## config.mk

```make
export PLATFORM = sky130hd
export DESIGN_NAME = bop_engine
export DESIGN_NICKNAME = d
export VERILOG_FILES = /design/src/rtl/bop_engine.sv
export SDC_FILE = /design/constraint.sdc
export NUM_CORES = 2
export LEC_CHECK = 0
export CORE_MARGIN = 5
export CORE_UTILIZATION = 60
export CTS_BUF_LIST = sky130_fd_sc_hd__clkbuf_8 sky130_fd_sc_hd__clkbuf_16
export DETAILED_ROUTE_END_ITERATION = 10
export PLACE_DENSITY_LB_ADDON = 0.05
export SLEW_MARGIN = 5
export SYNTH_ARGS = -nofsm -noshare
export SYNTH_HDL_FRONTEND = slang
export SYNTH_SLANG_ARGS = --single-unit
```

## constraint.sdc

```tcl
create_clock -name clk -period 65.4 [get_ports clk]
set_input_delay 9.81 -clock clk [delete_from_list [all_inputs] [get_ports clk]]
set_output_delay 9.81 -clock clk [all_outputs]
set_load 0.02 [all_outputs]
```

## src/rtl/bop_engine.sv

```systemverilog
// Best-offset hardware prefetcher: learns a line offset from recent fills
// and issues up to DEGREE same-page prefetches per demand trigger.
module bop_engine #(
    parameter int ADDR_W     = 48,
    parameter int LINE_LOG   = 6,
    parameter int PAGE_LOG   = 12,
    parameter int NOFFSETS   = 16,
    parameter int DEGREE     = 2,
    parameter int RR_ENTRIES = 64,
    parameter int RR_TAG     = 12,
    parameter int SCORE_MAX  = 31,
    parameter int ROUND_MAX  = 100,
    parameter int BAD_SCORE  = 1
) (
    input  logic                                clk,
    input  logic                                rst,
    input  logic                                acc_valid_i,
    input  logic [ADDR_W-LINE_LOG-1:0]          acc_line_i,
    input  logic                                acc_hit_i,
    input  logic                                acc_pf_hit_i,
    input  logic                                fill_valid_i,
    input  logic [ADDR_W-LINE_LOG-1:0]          fill_line_i,
    input  logic                                fill_pf_i,
    output logic                                pf_valid_o,
    input  logic                                pf_ready_i,
    output logic [ADDR_W-LINE_LOG-1:0]          pf_line_o,
    output logic [$clog2(NOFFSETS+1)-1:0]       best_offset_o,
    output logic [$clog2(SCORE_MAX+1)-1:0]      best_score_o,
    output logic                                pf_enable_o,
    output logic [15:0]                         drop_cnt_o
);

    localparam int LINE_W = ADDR_W - LINE_LOG;
    localparam int PG_W   = PAGE_LOG - LINE_LOG;
    localparam int OFF_W  = $clog2(NOFFSETS + 1);
    localparam int SC_W   = $clog2(SCORE_MAX + 1);
    localparam int RD_W   = $clog2(ROUND_MAX + 1);
    localparam int IX_W   = $clog2(RR_ENTRIES);
    localparam int TI_W   = (NOFFSETS > 1) ? $clog2(NOFFSETS) : 1;
    localparam int K_W    = 3;

    typedef enum logic {S_IDLE, S_ISSUE} state_t;

    function automatic logic same_pg(logic [LINE_W-1:0] a, logic [LINE_W-1:0] b);
        return a[LINE_W-1:PG_W] == b[LINE_W-1:PG_W];
    endfunction

    logic trig;
    logic pf_en;

    logic [OFF_W-1:0] best_off_q;
    logic [SC_W-1:0]  best_score_q;

    assign trig  = acc_valid_i & (~acc_hit_i | acc_pf_hit_i);
    assign pf_en = best_off_q != '0;

    // ---------------- recent-requests table ----------------
    logic [RR_ENTRIES-1:0] rr_v_q;
    logic [RR_TAG-1:0]     rr_tag_q [RR_ENTRIES];

    logic [TI_W-1:0]   idx_q;
    logic [LINE_W-1:0] look_line;
    logic [IX_W-1:0]   look_ix;
    logic [RR_TAG-1:0] look_tag;
    logic              rr_hit;
    logic              ins_en;
    logic [LINE_W-1:0] ins_line;
    logic [IX_W-1:0]   ins_ix;
    logic [RR_TAG-1:0] ins_tag;

    assign look_line = acc_line_i - LINE_W'(idx_q) - LINE_W'(1);
    assign look_ix   = look_line[IX_W-1:0];
    assign look_tag  = look_line[IX_W +: RR_TAG];
    assign rr_hit    = rr_v_q[look_ix] && (rr_tag_q[look_ix] == look_tag);

    // Prefetched fills are stored as their trigger line so future offsets match.
    assign ins_en   = fill_valid_i & (~pf_en | fill_pf_i);
    assign ins_line = pf_en ? fill_line_i - LINE_W'(best_off_q) : fill_line_i;
    assign ins_ix   = ins_line[IX_W-1:0];
    assign ins_tag  = ins_line[IX_W +: RR_TAG];

    always_ff @(posedge clk) begin
        if (rst) begin
            rr_v_q <= '0;
        end else if (ins_en) begin
            rr_v_q[ins_ix] <= 1'b1;
        end
    end

    always_ff @(posedge clk) begin
        if (!rst && ins_en) begin
            rr_tag_q[ins_ix] <= ins_tag;
        end
    end

    // ---------------- offset learning ----------------
    logic [SC_W-1:0] score_q [NOFFSETS];
    logic [RD_W-1:0] round_q;

    logic [SC_W-1:0] sc_cur;
    logic [SC_W-1:0] sc_new;
    logic [RD_W-1:0] rnd_new;
    logic            wrap;
    logic            phase_end;
    logic [SC_W-1:0] max_v;
    logic [TI_W-1:0] best_i;
    logic [SC_W-1:0] cand;

    always_comb begin
        sc_cur  = score_q[idx_q];
        sc_new  = sc_cur + SC_W'(rr_hit && (sc_cur != SC_W'(SCORE_MAX)));
        wrap    = idx_q == TI_W'(NOFFSETS - 1);
        rnd_new = round_q + RD_W'(wrap && (round_q != RD_W'(ROUND_MAX)));
        phase_end = trig && ((sc_new == SC_W'(SCORE_MAX)) ||
                             (wrap && (rnd_new == RD_W'(ROUND_MAX))));
        max_v  = '0;
        best_i = '0;
        cand   = '0;
        for (int i = 0; i < NOFFSETS; i++) begin
            cand = (TI_W'(i) == idx_q) ? sc_new : score_q[i];
            if (cand > max_v) begin
                max_v  = cand;
                best_i = TI_W'(i);
            end
        end
    end

    always_ff @(posedge clk) begin
        if (rst) begin
            for (int i = 0; i < NOFFSETS; i++) score_q[i] <= '0;
            idx_q        <= '0;
            round_q      <= '0;
            best_off_q   <= OFF_W'(1);
            best_score_q <= '0;
        end else if (phase_end) begin
            for (int i = 0; i < NOFFSETS; i++) score_q[i] <= '0;
            idx_q        <= '0;
            round_q      <= '0;
            best_score_q <= max_v;
            best_off_q   <= (max_v <= SC_W'(BAD_SCORE)) ? '0 : OFF_W'(best_i) + OFF_W'(1);
        end else if (trig) begin
            score_q[idx_q] <= sc_new;
            idx_q          <= wrap ? '0 : idx_q + TI_W'(1);
            round_q        <= rnd_new;
        end
    end

    // ---------------- issue FSM ----------------
    state_t            st_q;
    logic              pf_valid_q;
    logic [LINE_W-1:0] pf_line_q;
    logic [LINE_W-1:0] base_q;
    logic [OFF_W-1:0]  off_q;
    logic [K_W-1:0]    k_q;
    logic [15:0]       drop_q;
    logic [LINE_W-1:0] first_line;
    logic [LINE_W-1:0] next_line;

    assign first_line = acc_line_i + LINE_W'(best_off_q);
    assign next_line  = pf_line_q + LINE_W'(off_q);

    always_ff @(posedge clk) begin
        if (rst) begin
            st_q       <= S_IDLE;
            pf_valid_q <= 1'b0;
            pf_line_q  <= '0;
            base_q     <= '0;
            off_q      <= '0;
            k_q        <= K_W'(1);
            drop_q     <= '0;
        end else begin
            if (trig && st_q == S_ISSUE && drop_q != 16'hFFFF) begin
                drop_q <= drop_q + 16'd1;
            end
            unique case (st_q)
                S_IDLE: begin
                    if (trig && pf_en) begin
                        base_q     <= acc_line_i;
                        off_q      <= best_off_q;
                        k_q        <= K_W'(1);
                        pf_line_q  <= first_line;
                        pf_valid_q <= same_pg(first_line, acc_line_i);
                        st_q       <= S_ISSUE;
                    end
                end
                S_ISSUE: begin
                    if (!pf_valid_q) begin
                        st_q <= S_IDLE;
                    end else if (pf_ready_i) begin
                        if (k_q == K_W'(DEGREE)) begin
                            pf_valid_q <= 1'b0;
                            st_q       <= S_IDLE;
                        end else begin
                            k_q        <= k_q + K_W'(1);
                            pf_line_q  <= next_line;
                            pf_valid_q <= same_pg(next_line, base_q);
                        end
                    end
                end
                default: st_q <= S_IDLE;
            endcase
        end
    end

    assign pf_valid_o    = pf_valid_q;
    assign pf_line_o     = pf_line_q;
    assign best_offset_o = best_off_q;
    assign best_score_o  = best_score_q;
    assign pf_enable_o   = pf_en;
    assign drop_cnt_o    = drop_q;

endmodule

```

* Word level (Yosys, flattened, before mapping)
Memory sizes are Yosys's and may differ from the RTL's. A register that Yosys moved wholly into a read port is not among the register bits. Cells that the tools add are included.
Operators by class: add/sub/neg operators 11, $lt $le $gt $ge 20, equal/unequal tests 29, muxes and demuxes 106, bitwise gates (word level) 24, reductions and logical operators 18
Operator list (number):
- $mux W5 | 50
- $mux W42 | 4
- $add A42 B5 Y42 | 2
- $pmux W42 S2 | 1
- $gt A5 B5 Y1 | 15
- $eq A36 B36 Y1 | 2
- $mux W4 | 18
- $or A64 B64 Y64 | 1
- $eq A4 B4 Y1 const A | 8
- $mux W1 | 23
- $mux W18 | 1
- $or A1 B1 Y1 | 18
- $sub A18 B1 Y18 const B | 1
- $sub A18 B4 Y18 | 1
- $sub A18 B5 Y18 | 1
- $add A16 B1 Y16 const B | 1
- $eq A3 B4 Y1 const A | 4
- $ne A16 B16 Y1 const B | 1
- $lt A6 B7 Y1 const B | 2
- $eq A12 B12 Y1 | 1
- $mux W3 | 4
- $logic_and A1 B1 Y1 | 10
- $eq A2 B4 Y1 const A | 2
- $add A7 B1 Y7 | 1
- other kinds (30) | 36
Word-level totals: bits in registers 195, bits in writable memories 848, input port bits 92, output and inout port bits 70, logic and storage cells 222, memories 2
Memory list:
- rr_tag_q | depth 64, width 12, rd ports 1, clocked after memory_dff 0, wr ports 1, RTL line 59 | logic [RR_TAG-1:0] rr_tag_q [RR_ENTRIES];
- score_q | depth 16, width 5, rd ports 17, clocked after memory_dff 1, wr ports 16, RTL line 97 | logic [SC_W-1:0] score_q [NOFFSETS];

* Longest topological paths before layout
depth after elaboration 42, mapped depth 153

* Least setup slack after synthesis
OpenSTA, ideal clock, no wires.
path type in2reg, start input port acc_line_i[0], end register best_off_q[2] (netlist: best_offset_o[2]), arrival 38151 ps, required time 65340 ps, path slack 27188 ps, cell stages on the path 143, path buffers 15, cell sequence ha_1 -> fa_1 -> buf_2 -> buf_1 -> buf_1 -> clkbuf_1 -> clkbuf_1 -> mux4_2 -> mux4_2 -> mux2i_1 -> a21oi_1 -> xnor2_1 -> nand3_1 -> a2111oi_0 -> ha_1 -> ha_1 -> nor2_1 -> mux2_2 -> (+107 left out) -> o21a_1 -> clkbuf_1 -> inv_1 -> or2_2 -> o31ai_1 -> ha_1 -> nor2b_1 -> o21a_1 -> o21a_1 -> o21ai_0 -> a22oi_1 -> nor2_1 -> o21ai_0 -> ha_1 -> xor2_1 -> nor3_1 -> a22oi_1 -> nand2_1
On the way: cells in the longest elaborated chain, start to end 42, elaborated cells on any way between the ends 78, those cells by class add/sub (4); order compare (17); eq/ne (2); mux (50); reduce/logical (4); memory (1)
Ends and longest elaborated chain:
- from (decl) | RTL line 18 | input logic [ADDR_W-LINE_LOG-1:0] acc_line_i,
- $sub A18 B4 Y18 (*) | RTL line 71 | assign look_line = acc_line_i - LINE_W'(idx_q) - LINE_W'(1);
- $sub A18 B1 Y18 (*) | RTL line 71
- $mem_v2 Z64 W12 or $bmux W1 S6 (tied branches)
- $eq A12 B12 Y1 or $mux W1 (tied branches) | RTL line 74 | assign rr_hit = rr_v_q[look_ix] && (rr_tag_q[look_ix] == look_tag);
- $logic_and A1 B1 Y1 (*) | RTL line 74
- $logic_and A1 B1 Y1 (*) | RTL line 111 | sc_new = sc_cur + SC_W'(rr_hit && (sc_cur != SC_W'(SCORE_MAX)));
- $add A5 B1 Y5 (*) | RTL line 111
- $mux W5 | RTL line 120 | cand = (TI_W'(i) == idx_q) ? sc_new : score_q[i];
- (+26 left out)
- $gt A5 B5 Y1 | RTL line 121 | if (cand > max_v) begin
- $mux W5 | RTL line 121
- $gt A5 B5 Y1 | RTL line 121
- $mux W5 | RTL line 121
- $gt A5 B5 Y1 | RTL line 121
- $mux W4 or $mux W5 (tied branches) | RTL line 121
- $add A4 B1 Y5 or $le A5 B1 Y1 (tied branches) | RTL line 140 | best_off_q <= (max_v <= SC_W'(BAD_SCORE)) ? '0 : OFF_W'(best_i) + OFF_W'(1);
- $mux W5 | RTL line 140
- to (signal assigned) | RTL line 140
- to (decl) | RTL line 51 | logic [OFF_W-1:0] best_off_q;
Every way passes the cells marked *; elsewhere a longest branch is shown, timed or not. The select of a mux whose other input is x is not followed. A chain may end at the register's enable or synchronous reset.

* Worst setup path after layout
Ends and elaborated chain as after synthesis.

==> results.sh <==
export IMPL_path_buf_inv=8
export IMPL_met1_usage=0.3881
export IMPL_slowest_delay_ns=1.31
export IMPL_final_instance_count_excl_fill=4871
export IMPL_drc=0
export IMPL_grt_pass1_wl_mm=191.7
export IMPL_io_buffers=137
export IMPL_hold_buffers=0
export IMPL_hpwlAfterDp_mm=83.01
export IMPL_met2_usage=0.4874
export IMPL_whs_endpoint="best_score_o[3]"
export IMPL_ys_types=84
export IMPL_maxSlewHeadroom=0.1555
export IMPL_die_h_um=295.5
export IMPL_layout_common_cells="edfxtp_1 (848), nand2_1 (328), nor2_1 (322)"
export IMPL_io_pins=162
export IMPL_fin_crit_sh=0.6923
export IMPL_synth_top_area_frac=0.5208
export IMPL_worst_pin_slew_ns=1.262
export IMPL_vias_per_cell=6.440
export IMPL_syn_area_um2=48900
export IMPL_clock_root_buffer="clkbuf_16"
export IMPL_finalClockSkew_ns=0.05204
export IMPL_track_usage=0.2890
export IMPL_ys_top_cells_by_area="edfxtp_1 (52%), mux4_2 (13%), dfxtp_1 (7.9%)"
export IMPL_gr_total_overflow=0
export IMPL_drt_iter0_markers=3110
export IMPL_clk_path_buf_depth=3
export IMPL_grt_max_degree=120
export IMPL_dieArea_um2=87300
export IMPL_regArea_um2=29330
export IMPL_synth_top_area_cell="edfxtp_1"
export IMPL_drtAntennaViolNets=0
export IMPL_fmax_mhz=22.09
export IMPL_cts_tree="done"
export IMPL_start_util=0.6061
export IMPL_multi_input_area_um2=18450
export IMPL_top_usage_layer="met2"
export IMPL_grt_use_met3=0.04755
export IMPL_yosysSeqAreaShare=0.5998
export IMPL_status="finished clean"
export IMPL_synth_area_per_cell_um2=13.64
export IMPL_clkTransAtPathRegs_ns=0.07
export IMPL_antenna_found_initial=8
export IMPL_clock_latency_ns=0.68
export IMPL_dp_cells=4673
export IMPL_vias=31370
export IMPL_first_pass_iters=8
export IMPL_ys_flop_type="edfxtp_1"
export IMPL_endpoint_kind="flip-flop"
export IMPL_cts_num_sinks=1041
export IMPL_worstPathArrival_ns=45.86
export IMPL_hold_violations=0
export IMPL_syn_nets=3786
export IMPL_worstHoldPathType="reg2reg"
export IMPL_r2r_end="best_offset_o[2]"
export IMPL_place_gp_congestion=0.9146
export IMPL_path_class="in2reg"
export IMPL_finalWirelength_mm=127.5
export IMPL_syn_to_final_growth_pct=12.72
export IMPL_worst_ep_required_time_ns=65.99
export IMPL_cp_top_family="compound AO/OA/AOI/OAI gates"
export IMPL_cts_repair_resized=0
export IMPL_die_x_um=295.5
export IMPL_cts_setup_buffers=0
export IMPL_rsz0062_at_grt="false"
export IMPL_drive_gt1_frac=0.1564
export IMPL_syn_inst=3584
export IMPL_maxCapViolCount=0
export IMPL_r2r_start="idx_q[0]"
export IMPL_fin_crit_ns=45.27
export IMPL_reg2reg_slack_ns=29.36
export IMPL_h_tree_depth=3
export IMPL_cp_max_fo=59
export IMPL_synth_seq_cells=1041
export IMPL_ys_warn_count=0
export IMPL_coreArea_um2=80680
export IMPL_r2r_cells=135
export IMPL_setup_viol=0
export IMPL_holdPathStages=2
export IMPL_fin_tns_setup_ns=0
export IMPL_n_fill_cell=5570
export IMPL_cp_common_cell="ha_1"
export IMPL_final_nets=3921
export IMPL_final_common_cell="edfxtp_1"
export IMPL_async_flop_share=0
export IMPL_slowest_stage="fa_4"
export IMPL_startpoint_type="primary input"
export IMPL_grt_pass1_vias=31280
export IMPL_synth_edf_count=848
export IMPL_wire_per_inst_um=26.17
export IMPL_final_max_slew_viol_count=0
export IMPL_fp_row_count=104
export IMPL_hold_start="best_score_o[3]"
export IMPL_cts_buffers=104
-- sequential cells by signal (all words and copies together), names as in the netlist, 4 cells and up, named ones only --
name           cells
off_q              5
rr_tag_q         768
pf_line_o         42
score_q           80
rr_v_q            64
idx_q              4
round_q            7
best_score_o       5
best_offset_o      5
base_q            36
drop_cnt_o        16
-- how the worst max path moves through the flow --
stage | cells after the start | endpoint | from | slack (ns)
6_report | 135 | best_offset_o[2] | acc_line_i[0] | 20.13
5_1_grt | 135 | best_offset_o[2] | acc_line_i[0] | 18.04
4_1_cts | 135 | best_offset_o[2] | acc_line_i[0] | 20.95
3_5_place_dp | 136 | best_offset_o[2] | acc_line_i[0] | 20.46
3_3_place_gp | 135 | best_offset_o[2] | acc_line_i[0] | 20.95
2_1_floorplan | 143 | best_offset_o[2] | acc_line_i[0] | 27.19
-- synthesized netlist by cell type, types with 23 or more instances --
cell,instances
a211oi_1,26
a21o_1,25
a21oi_1,172
and2_1,32
and3_1,39
buf_2,35
clkbuf_1,149
dfxtp_1,193
edfxtp_1,848
ha_1,106
inv_1,120
mux2i_1,64
mux4_2,280
nand2_1,328
nand3_1,60
nand4_1,24
nor2_1,324
nor2b_1,43
nor3_1,35
o21a_1,23
o21ai_0,112
o21ai_1,27
o22ai_1,72
xnor2_1,116
xor2_1,56
-- kinds of logic (layout without fill, tap and decap cells) --
group | count (synthesis) | in the layout | synth area share
flip-flops | 1041 | 1041 | 0.5998
buffers and inverters | 328 | 548 | 0.02702
other | 0 | 7 | 0
AND/OR/NAND/NOR | 986 | 986 | 0.09186
AO/OA/AOI/OAI | 591 | 591 | 0.07669
adder cells (fa/ha/maj) | 110 | 110 | 0.02876
multiplexers | 356 | 356 | 0.1451
XOR/XNOR | 172 | 172 | 0.03081
-- worst reg2reg max path: cells and delay by family, from the launching register on --
family	cells	cell delay, ns
adder cells (fa/ha/maj)	20	6.74
AO/OA/AOI/OAI	60	16.46
multiplexers	4	1.83
buffers and inverters	8	1.97
AND/OR/NAND/NOR	41	8.29
XOR/XNOR	2	0.35
flip-flops	1	0.41
-- metal layers --
layer	vias to the layer above	part of all wire
met3	260	0.075
met5	-	0.000071
met4	2	0.037
met1	15700	0.39
li1	13950	-
met2	1455	0.50
-- cell type report --
class,count,area share
inverters,122,0.008309
clock buffers,112,0.04983
diodes,7,0.0003178
multi-input cells,2215,0.3348
flip-flops and latches,1041,0.5321
well taps,1060,0.02406
clock inverters,79,0.01185
repair buffers,235,0.03871
-- stage by stage --
stage               area (µm²)  setup WS (ns)    util  hold slack, ns
floorplan                48900          27.19       -          0.4400
global placement         51680          20.95  0.6406          0.4479
detailed placement       51680          20.46  0.6406          0.4546
CTS                      55080          20.95  0.6828          0.4625
global route             55120          18.04  0.6832          0.4863
finish                   55120          20.13  0.6832          0.4633
Power is not shown: default switching activity piles up to over one toggle a cycle in this logic, so the estimate is an artifact.
